[config.mk]
export PLATFORM = sky130hd
export DESIGN_NAME = fp_adder_seq_fsm
export DESIGN_NICKNAME = d
export VERILOG_FILES = /design/src/rtl/fp_adder_seq_fsm.sv
export SDC_FILE = /design/constraint.sdc
export NUM_CORES = 1
export LEC_CHECK = 0
export ABC_CLOCK_PERIOD_IN_PS = 12700
export BUFFER_PORTS_ARGS = -buffer_cell sky130_fd_sc_hd__buf_2
export CORE_UTILIZATION = 50
export DETAILED_ROUTE_END_ITERATION = 12
export PLACE_DENSITY_LB_ADDON = 0.12
export RECOVER_POWER = 100
export SETUP_SLACK_MARGIN = 0.02
export SLEW_MARGIN = 20
export SYNTH_ARGS = -nofsm -noshare
export SYNTH_HDL_FRONTEND = slang
export SYNTH_SLANG_ARGS = --single-unit
[constraint.sdc]
create_clock -name clk -period 12.7 [get_ports clk]
set_input_delay 1.27 -clock clk [delete_from_list [all_inputs] [get_ports clk]]
set_output_delay 1.27 -clock clk [all_outputs]
set_load 0.02 [all_outputs]
[src/rtl/fp_adder_seq_fsm.sv]
// Multi-cycle floating-point adder/subtractor with pushbutton operand entry.
// Optional rounding: define FPADD_RNE_ROUND_EN for round-to-nearest-even, otherwise truncation.
module fp_adder_seq_fsm #(
   parameter int EXP_W = 8,
   parameter int MAN_W = 23
) (
   input  logic                   clk,
   input  logic                   reset,
   input  logic                   button,
   input  logic                   switch,
   input  logic [EXP_W+MAN_W:0]   operand_in,
   output logic [EXP_W+MAN_W:0]   result,
   output logic [2:0]             state,
   output logic                   busy,
   output logic                   done,
   output logic                   ovf
);

   localparam int W = 1 + EXP_W + MAN_W;
   localparam int N = MAN_W + 4;
   localparam logic [EXP_W-1:0] EXP_MAX = '1;
   localparam logic [EXP_W-1:0] EXP_ONE = EXP_W'(1);

   typedef enum logic [2:0] {
      S_IDLE   = 3'd0,
      S_LOAD_B = 3'd1,
      S_ALIGN  = 3'd2,
      S_ADD    = 3'd3,
      S_NORM   = 3'd4,
      S_DONE   = 3'd5
   } state_t;

   state_t           st;
   logic             btn_s1, btn_s2, btn_d;
   logic [W-1:0]     a_reg;
   logic             sa, sb, sgn;
   logic [EXP_W-1:0] ea, eb, ex;
   logic [N-1:0]     ma, mb;
   logic [N:0]       sum;

   logic             press;
   logic             a_small, far;
   logic [EXP_W-1:0] diff, ex_inc;
   logic [EXP_W-1:0] a_exp, b_exp;

   // Mantissa layout: hidden | fraction | guard | round | sticky; exp==0 flushes to zero.
   function automatic logic [N-1:0] unpack_man(input logic [W-1:0] v);
      if (v[W-2:MAN_W] == '0) return '0;
      return {1'b1, v[MAN_W-1:0], 3'b000};
   endfunction

   function automatic logic [N-1:0] shr_sticky(input logic [N-1:0] m);
      return {1'b0, m[N-1:2], m[1] | m[0]};
   endfunction

   function automatic logic [W-1:0] inf_val(input logic s);
      return {s, EXP_MAX, {MAN_W{1'b0}}};
   endfunction

`ifdef FPADD_RNE_ROUND_EN
   logic [MAN_W+1:0] rnd;

   // Returns {carry, hidden, fraction} after round-to-nearest-even.
   function automatic logic [MAN_W+1:0] round_rne(input logic [N-1:0] m);
      logic up;
      up = m[2] & (m[1] | m[0] | m[3]);
      return {1'b0, m[N-1:3]} + (MAN_W+2)'(up);
   endfunction
`endif

   assign press = btn_s2 & ~btn_d;
   assign state = st;
   assign a_exp = a_reg[W-2:MAN_W];
   assign b_exp = operand_in[W-2:MAN_W];

   always_comb begin
      a_small = (ea < eb);
      diff    = a_small ? (eb - ea) : (ea - eb);
      far     = (32'(diff) > 32'(MAN_W + 3));
      ex_inc  = ex + EXP_ONE;
`ifdef FPADD_RNE_ROUND_EN
      rnd     = round_rne(sum[N-1:0]);
`endif
   end

   always_ff @(posedge clk) begin
      if (reset) begin
         st     <= S_IDLE;
         result <= '0;
         busy   <= 1'b0;
         done   <= 1'b0;
         ovf    <= 1'b0;
         btn_s1 <= 1'b0;
         btn_s2 <= 1'b0;
         btn_d  <= 1'b0;
      end else begin
         btn_s1 <= button;
         btn_s2 <= btn_s1;
         btn_d  <= btn_s2;
         case (st)
            S_IDLE: begin
               if (press) begin
                  a_reg <= operand_in;
                  st    <= S_LOAD_B;
               end
            end
            S_LOAD_B: begin
               if (press) begin
                  if (a_exp == EXP_MAX) begin
                     result <= inf_val(a_reg[W-1]);
                     ovf    <= 1'b1;
                     done   <= 1'b1;
                     st     <= S_DONE;
                  end else if (b_exp == EXP_MAX) begin
                     result <= inf_val(operand_in[W-1]);
                     ovf    <= 1'b1;
                     done   <= 1'b1;
                     st     <= S_DONE;
                  end else begin
                     sa   <= a_reg[W-1];
                     sb   <= operand_in[W-1] ^ switch;
                     ea   <= a_exp;
                     eb   <= b_exp;
                     ma   <= unpack_man(a_reg);
                     mb   <= unpack_man(operand_in);
                     busy <= 1'b1;
                     st   <= S_ALIGN;
                  end
               end
            end
            S_ALIGN: begin
               if (ea == eb) begin
                  st <= S_ADD;
               end else if (a_small) begin
                  ma <= far ? N'(ma != '0) : shr_sticky(ma);
                  ea <= far ? eb : ea + EXP_ONE;
               end else begin
                  mb <= far ? N'(mb != '0) : shr_sticky(mb);
                  eb <= far ? ea : eb + EXP_ONE;
               end
            end
            S_ADD: begin
               if (sa == sb) begin
                  sum <= {1'b0, ma} + {1'b0, mb};
                  sgn <= sa;
               end else if (ma >= mb) begin
                  sum <= {1'b0, ma - mb};
                  sgn <= sa;
               end else begin
                  sum <= {1'b0, mb - ma};
                  sgn <= sb;
               end
               ex <= ea;
               st <= S_NORM;
            end
            S_NORM: begin
               if (sum == '0) begin
                  result <= '0;
                  busy   <= 1'b0;
                  done   <= 1'b1;
                  st     <= S_DONE;
               end else if (sum[N]) begin
                  if (ex_inc == EXP_MAX) begin
                     result <= inf_val(sgn);
                     ovf    <= 1'b1;
                     busy   <= 1'b0;
                     done   <= 1'b1;
                     st     <= S_DONE;
                  end else begin
                     sum <= {1'b0, sum[N:2], sum[1] | sum[0]};
                     ex  <= ex_inc;
                  end
               end else if (sum[N-1]) begin
`ifdef FPADD_RNE_ROUND_EN
                  // A rounding carry leaves a zero fraction one binade up.
                  if (rnd[MAN_W+1] && ex_inc == EXP_MAX) begin
                     result <= inf_val(sgn);
                     ovf    <= 1'b1;
                  end else if (rnd[MAN_W+1]) begin
                     result <= {sgn, ex_inc, rnd[MAN_W-1:0]};
                  end else begin
                     result <= {sgn, ex, rnd[MAN_W-1:0]};
                  end
`else
                  result <= {sgn, ex, sum[N-2:3]};
`endif
                  busy <= 1'b0;
                  done <= 1'b1;
                  st   <= S_DONE;
               end else if (ex == EXP_ONE) begin
                  result <= {sgn, {(W-1){1'b0}}};
                  busy   <= 1'b0;
                  done   <= 1'b1;
                  st     <= S_DONE;
               end else begin
                  sum <= {sum[N-1:0], 1'b0};
                  ex  <= ex - EXP_ONE;
               end
            end
            S_DONE: begin
               if (press) begin
                  done <= 1'b0;
                  ovf  <= 1'b0;
                  st   <= S_IDLE;
               end
            end
            default: st <= S_IDLE;
         endcase
      end
   end

endmodule
; ---- Word level (Yosys, flattened, before mapping)
; Cells that the tools add are included.
[word_totals]
in_bits = 36
latchBits = 0
memories = 0
reg_bits = 182
mem_bits_ro = 0
ramBits = 0
[op_classes]
n_reduce_logical = 23
n_bitwise = 9
n_mux = 104
mul = 0
n_addsub = 9
n_lt_le_gt_ge = 3
n_div = 0
shifts = 0
n_eq_ne = 29
[op_table]
columns = operator, count
row1 = $mux W27, 17
row2 = $mux W32, 8
row3 = $mux W8, 18
row4 = $mux W28, 4
row5 = $pmux W27 S2, 2
row6 = $pmux W32 S2, 1
row7 = $pmux W28 S2, 1
row8 = $reduce_bool A27 Y1, 2
row9 = $sub A27 B27 Y27, 2
row10 = $mux W26, 2
row11 = $pmux W8 S2, 3
row12 = $mux W1, 33
row13 = $mux W3, 11
row14 = $add A27 B27 Y28, 1
row15 = $logic_not A28 Y1, 1
row16 = $ge A27 B27 Y1, 1
row17 = $add A8 B1 Y8 const B, 3
row18 = $eq A8 B8 Y1 const B, 3
row19 = $ne A2 B2 Y1 const B, 12
row20 = $reduce_and A6 Y1, 4
row21 = $reduce_and A7 Y1, 3
row22 = $pmux W3 S6, 1
row23 = $logic_not A8 Y1, 2
row24 = $sub A8 B8 Y8, 2
row25 = other kinds (25), 40

; ---- Depth between registers and ports, before layout
; Gate-level depths: netlist (run 1).
[depth]
ltp_word = 12
ltp_mapped = 14

; ---- Least setup slack after synthesis (run 1)
; OpenSTA, ideal clock, no wires.
[synth_path]
kind = input-to-reg
start = input port reset
end = register a_reg[0] (enable)
setup_ns = 0.501
stages = 3
t_arrival_ns = 4.535
path_buffers = 0
slack_ns = 7.664
path_cell_list = nor2b_1 > nand2b_1 > nor4_1
[synth_between]
elab_chain_len = 2
[synth_rtl]
columns = element, line
row1 = "start, declared", 8  ; input logic reset,
row2 = $not A1 Y1 (no line), --
row3 = $reduce_and A3 Y1 (no line), --
row4 = "end signal, assigned", 103  ; a_reg <= operand_in;
row5 = "end, declared", 35  ; logic [W-1:0] a_reg;
; No other way between the ends.
; A chain may end at the register's enable or synchronous reset.

; ---- Worst setup path after layout (run 1)
[layout_path]
start = register ea[0]
end = register mb[6] (data pin)
[layout_between]
elab_chain_len = 7
elab_cells_between_ends = 9
classes_between = add/sub: 2 / order compare: 2 / mux: 5
[layout_rtl]
columns = element, line
row1 = "start, declared", 37  ; logic [EXP_W-1:0] ea, eb, ex;
row2 = "start signal, assigned", 122  ; ea <= a_exp;
row3 = "start signal, assigned", 136  ; ea <= far ? eb : ea + EXP_ONE;
row4 = $sub A8 B8 Y8 or $lt A8 B8 Y1 (tied branches), "78, 77"
row5 = $mux W8 *, 78  ; diff = a_small ? (eb - ea) : (ea - eb);
row6 = $gt A8 B5 Y1 *, 79  ; far = (32'(diff) > 32'(MAN_W + 3));
row7 = $mux W26 *, 138  ; mb <= far ? N'(mb != '0) : shr_sticky(mb);
row8 = $mux W27 *, 134  ; end else if (a_small) begin
row9 = $mux W27 *, 132  ; if (ea == eb) begin
row10 = $pmux W27 S2 *, 100  ; case (st)
row11 = "end signal, assigned", 125  ; mb <= unpack_man(operand_in);
row12 = "end signal, assigned", 138
row13 = "end, declared", 38  ; logic [N-1:0] ma, mb;
; Every way passes the cells marked *; elsewhere a longest branch is shown, timed or not. The select of a mux whose other input is x is not followed.

==> metrics, run 1 <==
status finished with violations; violations in the final reports max-capacitance violations, max-slew violations; die area ~27000 um^2; wire length of the first global-routing pass between 60 and 70 mm; Initial DRC Count ~1100; # hold bufs at CTS 0; CP arrival roughly 7.3 ns; Chip Height ~160 um; routed wire length just under 40 mm; # rows 59; Post-Syn Nets ~1500; Detail Placement HPWL 29.8 mm; largest net degree at the start of global routing 47; syn_area_per_cell about 9.4 um^2; Netlist cell types between 90 and 100; synthesized cell area 13200 um^2; setup slack, reg-to-reg approximately 5.7 ns; Clk pwr share 43.2%; max frequency about 140 MHz; endpoints failing setup 0; commonest cells after routing, fill and taps aside edfxtp_1 (141), inv_1 (101), ha_1 (101); CP required between 10 and 15 ns; DRT Pass-1 Iters 5; initial antenna violation count 0; Root Driver clkbuf_16; Tcrit/Tclk final between 50% and 60%; switching power total between 300 and 400 uW; gr usage total 29.5%; Gate power share ~5.5%; Min Hold Slack ~0.46 ns; Tmin final 6.95 ns; fill count about 2400; Reg power frac between 50% and 60%; Congestion Overflow GR 0; CTS Buf Count 17; number of top-level pins 74; Slew Viols, Final roughly 220; PortBufs 73; Bufs on Longest Clock Path 2; RSZ-0062 raised after global routing no; Synth Instances 1399; Post-CTS Resized 0; Yosys reg bits 182; Final Net Count 1569; Placer Congestion a little under 1; TNS Setup 0 ns; most used flip-flop cell after synthesis edfxtp_1; HP Start a_reg[31]; synth-to-layout area growth 7.00%; H-tree depth 4; Least-Margin Pin Slew slightly above 3 ns; Pleak ~0.0054 uW; Residual DRC 0; core area 26000 um^2; Worst-path clk slew approximately 0.080 ns; peak supply drop about 0.085 mV; Hold Path Sink sa; CP Max Fanout 46; Int Power between 900 and 1000 uW; n_diodes 0; Routed WL per cell about 22 um; Die Wd 165 um; post-synthesis sequential area ratio between 30% and 40%; WS Path Type reg2reg; worst r2r src ea[0]; Synthesis Warnings 0; MaxCap Viol Count 7; Post-synth EDFFs about 140; most common cell after layout, fill and taps aside edfxtp_1; layout cells sized above 1 just under 6%; DR vias 11256; Final Hold Viols 0; Tightest Hold Check Type reg2reg; Switching Share 25.0%; CP Launch Type flip-flop; Clock Latency Late Sink roughly 0.44 ns; post-route ant nets 0; vias in the first global route roughly 10000; CP endpoint kind flip-flop; Async S/R FF share, synth 0%; power density over cell area 89.5 nW/um^2; Worst Reg-to-Reg Cells 13; CTS Sinks between 150 and 200; Worst Skew around 0.019 ns; Slew headroom -103%; worst hold path stage count 0; starting density of the core 50.8%; TritonCTS clock tree yes; postcts setup bufs 0; number of vias per cell 6.34; worst r2r dst mb[6]
## logic make-up (layout without fill, tap and decap cells)
| kind of cell | count (synthesis) | after routing | share of synthesized area [%] |
|---|---|---|---|
| DFF | 182 | 182 | 38.3 |
| and+or+nand+nor | 376 | 376 | 14.6 |
| adders and majority gates | 106 | 106 | 10.3 |
| buffers and inverters | 177 | 218 | 5.85 |
| AOI/OAI and AO/OA | 478 | 478 | 25.3 |
| xor gates and xnor gates | 42 | 42 | 2.78 |
| muxes | 38 | 38 | 2.93 |
## how the worst max path moves through the flow
| stage | from | to | slack [ns] |
|---|---|---|---|
| finish | ea[0] | mb[6] | 5.75 |
| detailed placement | mb[12] | sum[8] | 8.45 |
| floorplan | reset | a_reg[0] | 7.66 |
| CTS | mb[12] | sum[8] | 8.43 |
| global route | ea[0] | mb[6] | 5.22 |
| global placement | ma[14] | sum[8] | 8.48 |
## routing by layer
layer | up-vias | GRT usage, % | part of all wire [%]
li1 | 5323 | - | -
met1 | 5397 | 45.5 | 49
met2 | 481 | 42.5 | 42
met3 | 55 | 4.34 | 7.1
met4 | 0 | 7.80 | 2.1
met5 | - | 0 | 0
## power by group through the flow
stage / clock network (uW) / logic [uW] / registers (uW)
6_report: 547 / 69.2 / 649
3_5_place_dp: 0 / 70.1 / 662
5_1_grt: 574 / 75.7 / 649
3_3_place_gp: 0 / 69.9 / 662
4_1_cts: 555 / 70.4 / 649
2_1_floorplan: 0 / 47.7 / 661
## synth_stat cells (all sizes together) (11+ instances only)
cell | count | share of area (%)
a31oi | 14 | 0.66
mux2i | 33 | 2.5
ha | 101 | 9.6
o31ai | 11 | 0.63
o211ai | 16 | 0.91
a22oi | 23 | 1.3
a21o | 17 | 0.97
inv | 101 | 2.9
o21bai | 18 | 1.0
nand2b | 16 | 0.76
clkbuf | 39 | 1.1
a21oi | 107 | 4.3
edfxtp | 141 | 32
a221oi | 13 | 0.91
buf | 37 | 1.9
nand2 | 83 | 2.4
nor3 | 37 | 1.6
nand4 | 22 | 1.0
nor4 | 36 | 1.8
xnor2 | 30 | 2.0
xor2 | 12 | 0.80
dfxtp | 41 | 6.2
o21ai | 97 | 3.7
nor2b | 17 | 0.80
nor2 | 100 | 3.0
a22o | 71 | 4.7
nand3 | 28 | 1.2
or3 | 11 | 0.56
a211oi | 19 | 1.1
## critical path, cell delays in order (launching register included)
cell and delay (ns):
edfxtp_1 0.45, inv_1 0.15, ha_1 0.18, inv_1 0.05
fa_1 0.38, nand3_1 0.20, a21o_1 0.19, nand4_1 0.19
a2111oi_0 0.50, a31oi_1 0.11, o22ai_2 0.16, nand3_1 1.07
nor2_1 2.73, a22o_1 0.41
## layout make-up
class                   count  area [um^2]  area share, %
multi-input cells        1040         7340           51.9
flip-flops and latches    182         5050           35.8
clock buffers              17          425           3.01
well taps                 335          419           2.97
inverters                 101          379           2.68
repair buffers             85          352           2.49
clock inverters            15          163           1.15
## per-stage QoR
stage | cells | worst slack (ns) | power, uW | area (um^2) | utilization (%)
6_report | 1775 | 5.75 | 1270 | 14100 | 54.4
3_5_place_dp | 1743 | 8.45 | 732 | 13700 | 52.8
4_1_cts | 1775 | 8.43 | 1270 | 14300 | 55.1
5_1_grt | 1775 | 5.22 | 1300 | 14100 | 54.4
3_3_place_gp | 1743 | 8.48 | 732 | 13700 | 52.8
2_1_floorplan | 1399 | 7.66 | 708 | 13200 | -
Note: power is estimated with default switching activity, not from simulation.
==> run 2: changes to the inputs <==
- ABC_CLOCK_PERIOD_IN_PS: 12700 -> 6700
- clock period: 12.7 -> 6.7 ns (I/O delays scaled with it)
==> run 2 against run 1 <==
  * The flow still finishes with violations (max-capacitance violations, max-slew violations)
  * Register-to-register slack got worse by 4.4 ns
  * Worst hold slack got worse by 0.045 ns
  * Global-route usage about the same
  * Core utilization increased by 0.10 points
  * Die area unchanged
  * Worst setup slack got worse by 4.4 ns
  * Sequential power increased by 90%
  * Clock power increased by 97%
  * Critical path type unchanged
  * Critical endpoint is now sum[20]
  * Largest cell class unchanged
==> metrics, run 2 (synthesis gave the netlist of run 1 again) <==
postcts setup bufs 0 (unchanged); # rows 59 (unchanged); RSZ-0062 raised after global routing no (unchanged); area of the multi-input gates 7350 um^2 (was 7340 um^2); WS Path Type reg2reg (unchanged); Final Net Count 1569 (unchanged); die area 27100 um^2 (unchanged); routed wire length 39.6 mm (about the same); Worst-path clk slew 0.08 ns (about the same); Clock Latency Late Sink 0.45 ns (was 0.44 ns); Root Driver clkbuf_16 (unchanged); Worst Skew 0.0232 ns (was 0.0185 ns); Tcrit/Tclk final 79.9% (was 54.8%); Bufs on Longest Clock Path 2 (unchanged); CP required 6.83 ns (was 13.00 ns); CP arrival 5.48 ns (was 7.26 ns); starting density of the core 50.8% (unchanged); CTS Sinks 182 (unchanged); status finished with violations (unchanged); synth-to-layout area growth 7.20% (was 7.00%); CTS Buf Count 17 (unchanged); violations in the final reports max-capacitance violations, max-slew violations (unchanged); power density over cell area 172 nW/um^2 (was 89.5 nW/um^2); initial antenna violation count 0 (unchanged); CP max stage delay 1.28 ns (was 2.73 ns); post-route ant nets 0 (unchanged); TNS Setup 0 ns (unchanged); commonest cells after routing, fill and taps aside edfxtp_1 (141), inv_1 (101), ha_1 (101) (unchanged); Congestion Overflow GR 0 (unchanged); peak supply drop 0.207 mV (was 0.0851 mV); Least-Margin Pin Slew 2.36 ns (was 3.04 ns); number of top-level pins 74 (unchanged); most common cell after layout, fill and taps aside edfxtp_1 (unchanged); n_diodes 0 (unchanged); Post-CTS Resized 0 (unchanged); MaxCap Viol Count 7 (unchanged); Tmin final 5.35 ns (was 6.95 ns); TritonCTS clock tree yes (unchanged); Slew headroom -57.0% (was -103%); number of vias per cell 6.37 (was 6.34); PortBufs 73 (unchanged); largest net degree at the start of global routing 47 (unchanged); wire length of the first global-routing pass 61.0 mm (was 60.6 mm); Final Hold Viols 0 (unchanged); Buf/Inv on CP 0 (was 2); DR vias 11302 (was 11256); CP Max Fanout 20 (was 46); gr usage total 29.5% (about the same); Chip Height 165 um (unchanged); Pleak 0.00547 uW (was 0.00545 uW); Tightest Hold Check Type in2reg (was reg2reg); Die Wd 165 um (unchanged); Detail Placement HPWL 29.5 mm (was 29.8 mm); Sequential Area 5050 um^2 (unchanged); # hold bufs at CTS 0 (unchanged); max frequency 187 MHz (was 144 MHz); Slew Viols, Final 213 (was 224); Crit-path slowest cell or2_0 (was nor2_1); Initial DRC Count 1208 (was 1127); Placer Congestion 0.983 (was 0.987); cells along the critical path ha_1 -> nand2_1 -> nor3_1 -> o211ai_1 -> a2111oi_4 -> or2_0 -> mux2i_1 -> a221oi_1 -> xor2_1 -> o21ai_1 (was inv_1 -> ha_1 -> inv_1 -> fa_1 -> nand3_1 -> a21o_1 -> nand4_1 -> a2111oi_0 -> a31oi_1 -> o22ai_2 -> nand3_1 -> nor2_1 -> a22o_1); DRT Pass-1 Iters 5 (unchanged); H-tree depth 4 (unchanged); top cell family by delay on the critical path simple AND/OR/NAND/NOR gates (unchanged); Residual DRC 0 (unchanged); CP Launch Type flip-flop (unchanged); fill count 2414 (was 2435); layout cells sized above 1 5.76% (unchanged); vias in the first global route 10486 (was 10338); endpoints failing setup 0 (unchanged); post-layout util 54.5% (was 54.4%); CP endpoint kind flip-flop (unchanged); Routed WL per cell 22.3 um (about the same); core area 26000 um^2 (unchanged)
==> run 2: cell count changes in the layout (fill, tap and decap cells not counted), sizes merged <==
cell      previous run  this run
inv                108       109
buf                 16        14
clkinvlp             2         3
bufinv               1         2
clkbuf              86        88
clkinv               5         2
==> run 2: path summary, 6_finish.rpt <==
kind                       from  cells after the start  endpoint  slack [ns]
hold reg to reg       a_reg[31]                      0        sa        0.46
hold / removal    operand_in[9]                      1  a_reg[9]        0.41
setup / recovery          mb[9]                     10   sum[20]        1.35
setup reg to reg          mb[9]                     10   sum[20]        1.35
==> run 2: area by class of cell <==
class                           instances  area share, %
Tap cell                              335           2.96
Timing Repair Buffer                   85           2.45
Inverter                              101           2.68
Multi-Input combinational cell       1040           51.9
Clock inverter                         15           1.29
Sequential cell                       182           35.7
Clock buffer                           17           3.00
==> run 2: report_power, final <==
part / switching, uW / total, uW / internal [uW]
combinational: 82.1 / 131 / 49.1
sequential: 9.74 / 1230 / 1220
clock: 513 / 1080 / 567
==> run 2: worst register-to-register path: stages, from the launching register on <==
cell and delay (ns):
edfxtp_1 0.52, ha_1 0.72, nand2_1 0.23, nor3_1 0.48, o211ai_1 0.29, a2111oi_4 0.53
or2_0 1.28, mux2i_1 0.24, a221oi_1 0.41, xor2_1 0.27, o21ai_1 0.08
==> run 2: metal layers <==
| metal | wire, um | vias up | GRT usage, % | share of wire, % |
|---|---|---|---|---|
| met4 | 504 | 0 | 5.84 | 1.3 |
| met5 | 0 | - | 0 | 0 |
| li1 | - | 5328 | - | - |
| met1 | 19300 | 5414 | 45.5 | 49 |
| met3 | 3110 | 35 | 4.97 | 7.8 |
| met2 | 16700 | 525 | 42.9 | 42 |
==> run 2: stage by stage <==
step / worst slack, ns / cell area, um^2 / std cells / power [uW] / hold WS (ns)
after floorplan: 2.26 / 13200 / 1399 / 1340 / 0.414
after global placement: 2.34 / 13700 / 1743 / 1390 / 0.449
after detailed placement: 2.40 / 13700 / 1743 / 1390 / 0.440
after CTS: 2.34 / 14300 / 1775 / 2460 / 0.405
after global routing: 1.15 / 14200 / 1775 / 2510 / 0.397
final: 1.35 / 14200 / 1775 / 2440 / 0.415
